`src/rtl/y_diag_update_seq.sv`:
```
// Sequenced Y-bus diagonal updater: applies up to MAX_TERMS branch changes to one diagonal element.
// Optional feature macro: Y_SAT_EN (saturate overflowing components instead of wrapping).
//
// state | meaning
// IDLE  | waiting for a job; acc holds the last result
// ACC   | accepting branch terms, one shared add/sub per cycle
// OP2   | second half of a replace term: add the latched y_new
// DONE  | result presented until the consumer takes it
module y_diag_update_seq #(
    parameter int WIDTH     = 48,
    parameter int MAX_TERMS = 8,
    parameter int CNT_W     = 4
) (
    input  logic             clock,
    input  logic             reset,
    input  logic             start_valid,
    output logic             start_ready,
    input  logic [WIDTH-1:0] y_diag_in,
    input  logic [CNT_W-1:0] num_terms,
    input  logic             term_valid,
    output logic             term_ready,
    input  logic [1:0]       term_mode,
    input  logic [WIDTH-1:0] y_old,
    input  logic [WIDTH-1:0] y_new,
    output logic             res_valid,
    input  logic             res_ready,
    output logic [WIDTH-1:0] y_diag_out,
    output logic             ovf,
    output logic             busy
);
    localparam int H = WIDTH / 2;

    typedef enum logic [1:0] {IDLE, ACC, OP2, DONE} state_t;

    state_t           state, state_nxt;
    logic [WIDTH-1:0] acc, acc_nxt;
    logic [WIDTH-1:0] new_q, new_nxt;
    logic [CNT_W-1:0] cnt, cnt_nxt;
    logic [CNT_W-1:0] cnt_start;
    logic             ovf_q, ovf_nxt;
    logic [WIDTH-1:0] opnd;
    logic             op_sub;
    logic [H:0]       re_res, im_res;
    logic [WIDTH-1:0] op_res;
    logic             op_ovf;

    // Returns {overflow, result} for one component; halves never share a carry.
    function automatic logic [H:0] comp_op(input logic [H-1:0] a, input logic [H-1:0] b,
                                           input logic sub);
        logic [H-1:0] s;
        logic         o;
        s = sub ? a - b : a + b;
        if (sub)
            o = (a[H-1] != b[H-1]) && (s[H-1] != a[H-1]);
        else
            o = (a[H-1] == b[H-1]) && (s[H-1] != a[H-1]);
`ifdef Y_SAT_EN
        if (o)
            s = a[H-1] ? {1'b1, {(H-1){1'b0}}} : {1'b0, {(H-1){1'b1}}};
`endif
        return {o, s};
    endfunction

    assign cnt_start = (num_terms > CNT_W'(MAX_TERMS)) ? CNT_W'(MAX_TERMS) : num_terms;

    // Single shared add/sub path; operand chosen by state and term mode.
    always_comb begin
        opnd   = new_q;
        op_sub = 1'b0;
        if (state == ACC) begin
            if (term_mode == 2'b01) begin
                opnd = y_new;
            end else begin
                opnd   = y_old;
                op_sub = 1'b1;
            end
        end
        re_res = comp_op(acc[WIDTH-1:H], opnd[WIDTH-1:H], op_sub);
        im_res = comp_op(acc[H-1:0], opnd[H-1:0], op_sub);
        op_res = {re_res[H-1:0], im_res[H-1:0]};
        op_ovf = re_res[H] | im_res[H];
    end

    always_comb begin
        state_nxt = state;
        acc_nxt   = acc;
        new_nxt   = new_q;
        cnt_nxt   = cnt;
        ovf_nxt   = ovf_q;
        case (state)
            IDLE: begin
                if (start_valid) begin
                    acc_nxt   = y_diag_in;
                    cnt_nxt   = cnt_start;
                    ovf_nxt   = 1'b0;
                    state_nxt = (cnt_start == '0) ? DONE : ACC;
                end
            end
            ACC: begin
                if (term_valid) begin
                    cnt_nxt = cnt - CNT_W'(1);
                    if (term_mode != 2'b11) begin
                        acc_nxt = op_res;
                        ovf_nxt = ovf_q | op_ovf;
                    end
                    if (term_mode == 2'b00) begin
                        new_nxt   = y_new;
                        state_nxt = OP2;
                    end else if (cnt == CNT_W'(1)) begin
                        state_nxt = DONE;
                    end
                end
            end
            OP2: begin
                acc_nxt   = op_res;
                ovf_nxt   = ovf_q | op_ovf;
                state_nxt = (cnt == '0) ? DONE : ACC;
            end
            DONE: begin
                if (res_ready)
                    state_nxt = IDLE;
            end
            default: state_nxt = IDLE;
        endcase
    end

    always_ff @(posedge clock or negedge reset) begin
        if (!reset) begin
            state <= IDLE;
            acc   <= '0;
            new_q <= '0;
            cnt   <= '0;
            ovf_q <= 1'b0;
        end else begin
            state <= state_nxt;
            acc   <= acc_nxt;
            new_q <= new_nxt;
            cnt   <= cnt_nxt;
            ovf_q <= ovf_nxt;
        end
    end

    assign start_ready = (state == IDLE);
    assign term_ready  = (state == ACC);
    assign res_valid   = (state == DONE);
    assign busy        = (state != IDLE);
    assign y_diag_out  = acc;
    assign ovf         = ovf_q;

endmodule

```
`config.mk`:
```
export PLATFORM = sky130hd
export DESIGN_NAME = y_diag_update_seq
export DESIGN_NICKNAME = d
export VERILOG_FILES = /design/src/rtl/y_diag_update_seq.sv
export SDC_FILE = /design/constraint.sdc
export NUM_CORES = 1
export LEC_CHECK = 0
export BUFFER_PORTS_ARGS = -buffer_cell sky130_fd_sc_hd__buf_2
export CAP_MARGIN = 20
export CORE_MARGIN = 2
export CORE_UTILIZATION = 55
export DETAILED_ROUTE_END_ITERATION = 12
export PLACE_DENSITY = 0.91
export SYNTH_ARGS = -nofsm -noshare
export SYNTH_HDL_FRONTEND = slang
export SYNTH_SLANG_ARGS = --single-unit
```
`constraint.sdc`:
```
create_clock -name clock -period 10.4 [get_ports clock]
set_clock_uncertainty 0.15 [all_clocks]
set_input_delay 2.08 -clock clock [delete_from_list [all_inputs] [get_ports clock]]
set_output_delay 2.08 -clock clock [all_outputs]
set_load 0.005 [all_outputs]
```
==> results_dict.tcl, run 1 <==
set metrics [dict create \
    status "finished clean" \
    cp_data_required_time_ns 10.51 \
    grt_max_degree 108 \
    fin_crit_ns 7.665 \
    hold_depth 1 \
    ys_ff_latch 103 \
    die_w_um 134.8 \
    ctsResizeCount 0 \
    start_util 0.5651 \
    synth.most_common_cell "nand2_1" \
    hpwl_um 20940 \
    reg2regPathDepth 21 \
    slew_headroom 0.3858 \
    numCtsBuffers 9 \
    ir_worst_vdd_mv 0.2949 \
    rsz0062_at_grt "no" \
    crit_arrival_ns 7.77 \
    fmax_mhz 130.5 \
    grt_pass1_vias 8786 \
    ys_top_cells_by_count "nand2_1, o21ai_0, dfrtp_1, nor2_1, a21oi_1" \
    cts_tree "built" \
    num_rows 47 \
    cts.clk_slew.worst_paths_ns 0.07 \
    postCtsHoldBufs 0 \
    track_usage 0.3029 \
    critical_path_peak_fanout 26 \
    synthCells 1152 \
    ys_top_cells_by_area "dfrtp_1, ha_1, nand2_1, mux2_2, o21ai_0" \
    period_share 0.7370 \
    hold_viol 0 \
    grt.overflow.total 0 \
    syn2layout_area_growth_pct 14.83 \
    setup_viol 0 \
    gp_congestion 0.9053 \
    hp-class "reg -> reg" \
    h-tree-depth 3 \
    max-cap-violations 0 \
    die-area_um2 18160 \
    power.leakage_nw 5.059 \
    post-cts-setup-buffers 0 \
    drc 0 \
    ys.flop_type "dfrtp_1" \
    pre_cts_slack_ns 2.437 \
    tightest_slew_ns 0.9213 \
    synth_top_cell_area_share 0.2741 \
    clock-sinks 103 \
    core_area_um2 16640 \
    syn_area_um2 9404 \
    powerDensity_nw_per_um2 443.9 \
    die_h_um 134.8 \
    final_nets 1528 \
    drt_pass1_iterations 5 \
    start_kind "primary input" \
    setup_tns_ns 0 \
    syn_nets 1362 \
    end_kind "register" \
    final_max_slew_viol_count 0 \
    via_per_inst 6.066 \
    synth_edf_count 0 \
    num_vias 9366 \
    io_buffers 207 \
    yosysUniqueCellTypes 79 \
    wl_per_cell_um 18.02 \
    grt_pass1_wl_um 43620 \
    syn_avg_cell_area_um2 8.163 \
    ys_async_sr_fraction 1.000 \
    final_antenna_net_count 0 \
    wirelength_um 27820 \
    ys_seq_area_frac 0.2741 \
    cts_root_buf "clkbuf_16" \
    dr.first_iter.drc_count 696 \
    yosysWarnings 0 \
    cts_buffer_depth 2 \
    finalPower_mw 4.794 \
    critPathKind "in -> reg" \
    grt_antenna_before_repair 0 \
    io_pins 208 \
    drive_gt1_frac 0.2389 \
    clock_latency_ns 0.37 \
    holdWs_ns 0.3593 \
    yosysTopAreaCell "dfrtp_1" \
    fin_ws_ns 2.735 \
]
==> area by class of cell <==
cell class,count,area (um2)
Clock buffer,13,250.2
Fill cell,1379,5843
Tap cell,220,275.3
Multi-Input combinational cell,968,6474
Antenna cell,1,2.502
Clock inverter,3,42.54
Timing Repair Buffer,215,1099
Sequential cell,103,2577
Inverter,21,78.83
==> through the flow <==
step	std cells	util	instance area (um2)
2_1_floorplan	1152	-	9404
3_3_place_gp	1527	0.6312	10500
3_5_place_dp	1527	0.6312	10500
4_1_cts	1543	0.6487	10800
5_1_grt	1543	0.6487	10800
6_report	1544	0.6489	10800
==> cells in the final DEF (no fill, tap or decap), types with 26 or more instances in the layout <==
master   synthesis  layout
dfrtp_1        103     103
a31oi_1         33      33
buf_2            9     206
xor2_1          45      45
nand3_1         27      27
o21ai_0        107     107
mux2i_1         35      35
xnor2_1         52      52
nor2_1         102     102
mux2_2          48      48
a21o_1          26      26
nand2_1        164     164
a21oi_1         65      65
ha_1            53      51
==> report_power, final <==
| part | switching [mW] | total, mW | internal [mW] |
|---|---|---|---|
| clock network | 0.162 | 0.355 | 0.194 |
| logic | 2.07 | 3.62 | 1.55 |
| registers | 0.195 | 0.816 | 0.621 |
| total | 2.43 | 4.79 | 2.37 |
==> critical path: stages <==
cell      delay [ns]
buf_2           0.22
nor2b_4         0.55
buf_4           0.41
o211ai_1        0.16
and4b_1         0.46
and4_1          0.31
and3_1          0.30
nand3_1         0.21
a21oi_1         0.30
xor2_1          0.11
o211ai_1        0.16
o21ai_0         0.15
ha_1            0.43
nand4_1         0.15
nor2_1          0.13
a211o_1         0.14
nor3_1          0.05
and3_1          0.22
nor3_1          0.46
o41ai_1         0.21
o31ai_1         0.29
a21oi_1         0.11
nand3b_1        0.15
==> sequential cells by signal, summed over array words and instances (netlist names) <==
signal / count
new_q: 48
y_diag_out: 48
cnt: 4
state: 2
ovf: 1
==> layer usage <==
layer | vias up | part of all wire | track usage | wire, um
li1 | 4485 | - | - | -
met1 | 4386 | 0.40 | 0.3680 | 11060
met5 | - | 0 | 0 | 0
met4 | 0 | 0.045 | 0.1433 | 1248
met2 | 418 | 0.49 | 0.5237 | 13560
met3 | 77 | 0.070 | 0.04992 | 1954
==> cells by family (layout without fill, tap and decap cells) <==
kind of cell / Yosys count / count (layout) / synth area share
buffers and inverters: 81 / 252 / 0.04031
flip-flops: 103 / 103 / 0.2741
XOR/XNOR: 97 / 97 / 0.09034
adder cells (fa/ha/maj): 55 / 55 / 0.07477
other: 0 / 1 / 0
multiplexers: 83 / 83 / 0.09473
AND/OR/NAND/NOR: 393 / 393 / 0.1956
AO/OA/AOI/OAI: 340 / 340 / 0.2302
==> worst paths after layout <==
kind,start,endpoint,slack (ns)
worst max-delay path,term_mode[0],y_diag_out[47],2.73
worst min-delay path,new_q[11],new_q[11],0.36
worst max register to register,state[1],y_diag_out[23],3.54
worst min register to register,new_q[11],new_q[11],0.36
max in group asynchronous,reset,new_q[8],7.32
min in group asynchronous,reset,y_diag_out[32],1.53
No activity file was read; power rests on OpenSTA's default activity.
==> run 2, diff against run 1 <==
Clock period 10.4 ns to 7.95 ns, I/O delays scaled along.
==> run 2 against run 1 <==
Utilization down 0.075 points; cell area down 0.12%; critical endpoint is now y_diag_out[23]; register-to-register slack worse by 2.3 ns; die area unchanged; flip-flop and latch count unchanged; hold slack about the same; first-iteration DRC count up 6.0%; routed wire length down 0.26%; setup slack worse by 1.7 ns.
==> results_dict.tcl, run 2 (same netlist as run 1, synthesis figures left out) <==
set metrics [dict create \
    via_per_inst 6.051 \
    reg2regPathDepth 22 \
    track_usage 0.3050 \
    crit_cells 22 \
    postCtsHoldBufs 0 \
    period_share 0.8672 \
    grt.overflow.total 0 \
    die_h_um 134.8 \
    dr.first_iter.drc_count 738 \
    postLayoutCoreUtil 0.6481 \
    final_nets 1529 \
    die-area_um2 18160 \
    drive_gt1_frac 0.2390 \
    clock_latency_ns 0.36 \
    final_cell_mix "buf_2, nand2_1, o21ai_0" \
    status "finished clean" \
    drt_pass1_iterations 6 \
    final_antenna_net_count 0 \
    numCtsBuffers 9 \
    finalNonFillerCells 1546 \
    die_w_um 134.8 \
    tightest_slew_ns 0.8528 \
    hp-class "reg -> reg" \
    cts_root_buf "clkbuf_16" \
    power.leakage_nw 5.055 \
    gp_congestion 0.9699 \
    p_int_mw 3.071 \
    drc 0 \
    critPathKind "in -> reg" \
    cts_buffer_depth 2 \
    ctsResizeCount 0 \
    io_buffers 207 \
    rsz0062_at_grt "no" \
    num_rows 47 \
    syn2layout_area_growth_pct 14.70 \
    grt_max_degree 84 \
    slowest_stage "nor2b_4" \
    mostFrequentLayoutCell "buf_2" \
    cts.clk_slew.worst_paths_ns 0.07 \
    fin_crit_ns 6.894 \
    crit_arrival_ns 7.00 \
    wirelength_um 27750 \
    hpwl_um 21120 \
    max-cap-violations 0 \
    regToRegSetupSlack_ns 1.23 \
    post-cts-setup-buffers 0 \
    final_max_slew_viol_count 0 \
    grt_pass1_wl_um 43680 \
    cts_tree "built" \
    cp_cell_sequence "buf_2 -> nor2b_4 -> buf_4 -> nand2_1 -> a31oi_1 -> or4_1 -> nor2_1 -> o221ai_1 -> nor3_1 -> xor2_1 -> o211ai_1 -> o21ai_0 -> ha_1 -> a2111o_1 -> or3_1 -> o22ai_1 -> o21ai_0 -> a221o_1 -> a21o_1 -> xnor2_1 -> a21oi_1 -> a21o_1" \
    cp_num_buf_inv 2 \
    clock-sinks 103 \
    pwr-share-seq 0.172 \
    powerDensity_nw_per_um2 576.0 \
    start_kind "primary input" \
    end_kind "register" \
    num_vias 9355 \
    hold_depth 1 \
    cp_top_family "compound AO/OA/AOI/OAI gates" \
    dp_cells 1528 \
    finalPower_mw 6.213 \
    grt_pass1_vias 8758 \
    cp_data_required_time_ns 8.05 \
    wl_per_cell_um 17.95 \
    pwr-share-comb 0.759 \
    critical_path_peak_fanout 28 \
    io_pins 208 \
    p_sw_frac 0.5058 \
    fmax_mhz 145.1 \
    core_area_um2 16640 \
    hold_viol 0 \
    slew_headroom 0.4315 \
    p_switching_mw 3.143 \
    holdWs_ns 0.3589 \
    start_util 0.5651 \
    setup_tns_ns 0 \
    setup_viol 0 \
    grt_antenna_before_repair 5 \
    p_clk_frac 0.069 \
    ir_worst_vdd_mv 0.4413 \
    worst_path_largest_cell_delay_ns 0.65 \
    h-tree-depth 3 \
]
## run 2: cell types whose count changed in the layout (fill, tap and decap cells not counted)
cell        previous run  this run
buf_4                  9        10
bufinv_16              1         0
clkbuf_1               3         2
clkbuf_8               1         2
clkinvlp_4             1         0
diode_2                1         4
## run 2: path summary, 6_finish.rpt
path,startpoint,endpoint
min in group asynchronous,reset,y_diag_out[31]
max,term_mode[0],y_diag_out[23]
min reg2reg,new_q[46],new_q[46]
max reg2reg,state[1],y_diag_out[23]
max in group asynchronous,reset,cnt[2]
min,new_q[46],new_q[46]
## run 2: power by group through the flow
stage	clock [mW]	combinational [mW]	sequential [mW]
4_1_cts	0.436	4.67	1.06
3_5_place_dp	0	4.65	1.07
3_3_place_gp	0	4.52	1.05
5_1_grt	0.458	5.27	1.10
6_report	0.430	4.72	1.07
2_1_floorplan	0	3.63	1.01
## run 2: area by class of cell
cell class	instances	area [um2]
Clock buffer	13	260.3
Tap cell	220	275.3
Fill cell	1427	5856
Timing Repair Buffer	216	1106
Multi-Input combinational cell	968	6474
Antenna cell	4	10.01
Sequential cell	103	2577
Clock inverter	1	5.005
Inverter	21	78.83
## run 2: through the flow
step	area [um2]	worst slack, ns
global route	10780	0.5456
floorplan	9404	1.646
global placement	10510	0.9930
detailed placement	10510	0.7795
CTS	10780	1.143
finish	10790	1.056
## run 2: per-layer routing
metal / track usage / vias up / wire length (um)
li1: - / 4487 / -
met1: 0.3785 / 4354 / 11090
met2: 0.5099 / 424 / 13430
met3: 0.04542 / 88 / 1883
met4: 0.1684 / 2 / 1336
met5: 0 / - / 11
==> run 3, diff against run 2 <==
Settings changed: RECOVER_POWER set to 100, SLEW_MARGIN set to 0.
==> run 3 against run 2 <==
The run now ends with max-capacitance violations, max-slew violations left; sequential share of layout area rose by 0.095 points; power barely moved; setup slack got worse by 0.24 ns; critical endpoint unchanged.
==> results_dict.tcl, run 3 (same netlist as run 1, synthesis figures left out) <==
set metrics [dict create \
    status "complete, but fails checks" \
    violations "max-capacitance violations, max-slew violations" \
    clock_latency_ns 0.36 \
    gp_congestion 0.9699 \
    final_nets 1529 \
    setup_viol 0 \
    num_vias 9415 \
    cts_root_buf "clkbuf_16" \
    final_antenna_net_count 0 \
    max-cap-violations 3 \
    dr.first_iter.drc_count 726 \
    drt_pass1_iterations 5 \
    finalNonFillerCells 1546 \
    r2r_end "y_diag_out[23]" \
    period_share 0.8969 \
    dp_cells 1528 \
    hold_viol 0 \
    hp-class "reg -> reg" \
    start_kind "register" \
    rsz0062_at_grt "no" \
    track_usage 0.3050 \
    grt_antenna_before_repair 5 \
    fin_area_um2 10740 \
    final_max_slew_viol_count 155 \
    clock-sinks 103 \
    grt_pass1_wl_um 43680 \
    slew_headroom -1.377 \
    die_h_um 134.8 \
    holdPathEnd "new_q[46]" \
    cts_tree "built" \
    drc 0 \
    cts_buffer_depth 2 \
    ctsResizeCount 0 \
    grt_max_degree 84 \
    wirelength_um 27890 \
    h-tree-depth 3 \
    cts.clk_slew.worst_paths_ns 0.07 \
    grt_pass1_vias 8758 \
    power.leakage_nw 4.988 \
    end_kind "register" \
    grt.overflow.total 0 \
    critPathKind "reg -> reg" \
    die_w_um 134.8 \
    cp_data_required_time_ns 8.05 \
    final_cell_mix "buf_2, nand2_1, o21ai_0" \
    fin_crit_ns 7.130 \
    placed_cell_area_um2 10510 \
    post-cts-setup-buffers 0 \
    crit_arrival_ns 7.23 \
    die-area_um2 18160 \
    io_buffers 207 \
    postCtsHoldBufs 0 \
    numCtsBuffers 9 \
    num_rows 47 \
    tightest_slew_ns 3.566 \
    regToRegSetupSlack_ns 0.82 \
    critical_path_peak_fanout 79 \
    io_pins 208 \
    reg2regPathDepth 22 \
    reg2reg_from "state[1]" \
    powerDensity_nw_per_um2 577.9 \
    finalPower_mw 6.209 \
    wl_per_cell_um 18.04 \
    worstHoldStart "new_q[46]" \
    via_per_inst 6.090 \
    postLayoutCoreUtil 0.6456 \
    start_util 0.5651 \
    mostFrequentLayoutCell "buf_2" \
    core_area_um2 16640 \
    hold_depth 1 \
    fmax_mhz 140.2 \
    syn2layout_area_growth_pct 14.25 \
    ir_worst_vdd_mv 0.4419 \
    setup_tns_ns 0 \
    hpwl_um 21120 \
    drive_gt1_frac 0.2194 \
]
[run 3: layer usage]
layer / part of all wire / global-route usage
met5: 0.00039 / 0
met4: 0.049 / 0.1684
met3: 0.072 / 0.04542
met2: 0.48 / 0.5099
met1: 0.40 / 0.3785
[run 3: worst max-delay path, cell delays in order (launching register included)]
cell and delay, ns:
dfrtp_1 0.43, inv_1 0.15, ha_4 0.65, inv_1 0.64, a211oi_1 0.46, o22ai_1 0.16, or4_1 0.69, nor2_1 0.24
o221ai_1 0.22, nor3_1 0.41, xor2_1 0.11, o211ai_1 0.16, o21ai_0 0.14, ha_1 0.31, a2111o_1 0.35, or3_1 0.34
o22ai_1 0.22, o21ai_0 0.18, a221o_1 0.33, a21o_1 0.22, xnor2_1 0.16, a21oi_1 0.08, a21o_1 0.18
[run 3: metrics by stage]
stage	hold slack [ns]	worst slack, ns
after floorplan	0.3252	1.646
after global placement	0.3397	0.9930
after detailed placement	0.3465	0.7795
after CTS	0.3608	1.143
after global routing	0.3697	0.3095
final	0.3609	0.8197
[run 3: how the worst max path moves through the flow]
stage,end,start
2_1_floorplan,y_diag_out[23],term_mode[0]
3_3_place_gp,y_diag_out[23],term_mode[0]
3_5_place_dp,y_diag_out[23],term_mode[0]
4_1_cts,y_diag_out[23],term_mode[0]
5_1_grt,y_diag_out[47],term_mode[0]
6_report,y_diag_out[23],state[1]
[run 3: layout make-up]
cell class	instances	area [um2]
Antenna cell	4	10.01
Clock buffer	13	260.3
Clock inverter	1	5.005
Fill cell	1441	5898
Inverter	21	78.83
Multi-Input combinational cell	968	6466
Sequential cell	103	2577
Tap cell	220	275.3
Timing Repair Buffer	216	1071
[run 3: power by group]
group	leakage, nW	switching (mW)	internal [mW]
clock	0.132	0.204	0.226
sequential	1.24	0.257	0.813
combinational	3.61	2.69	2.02
total	4.99	3.15	3.06
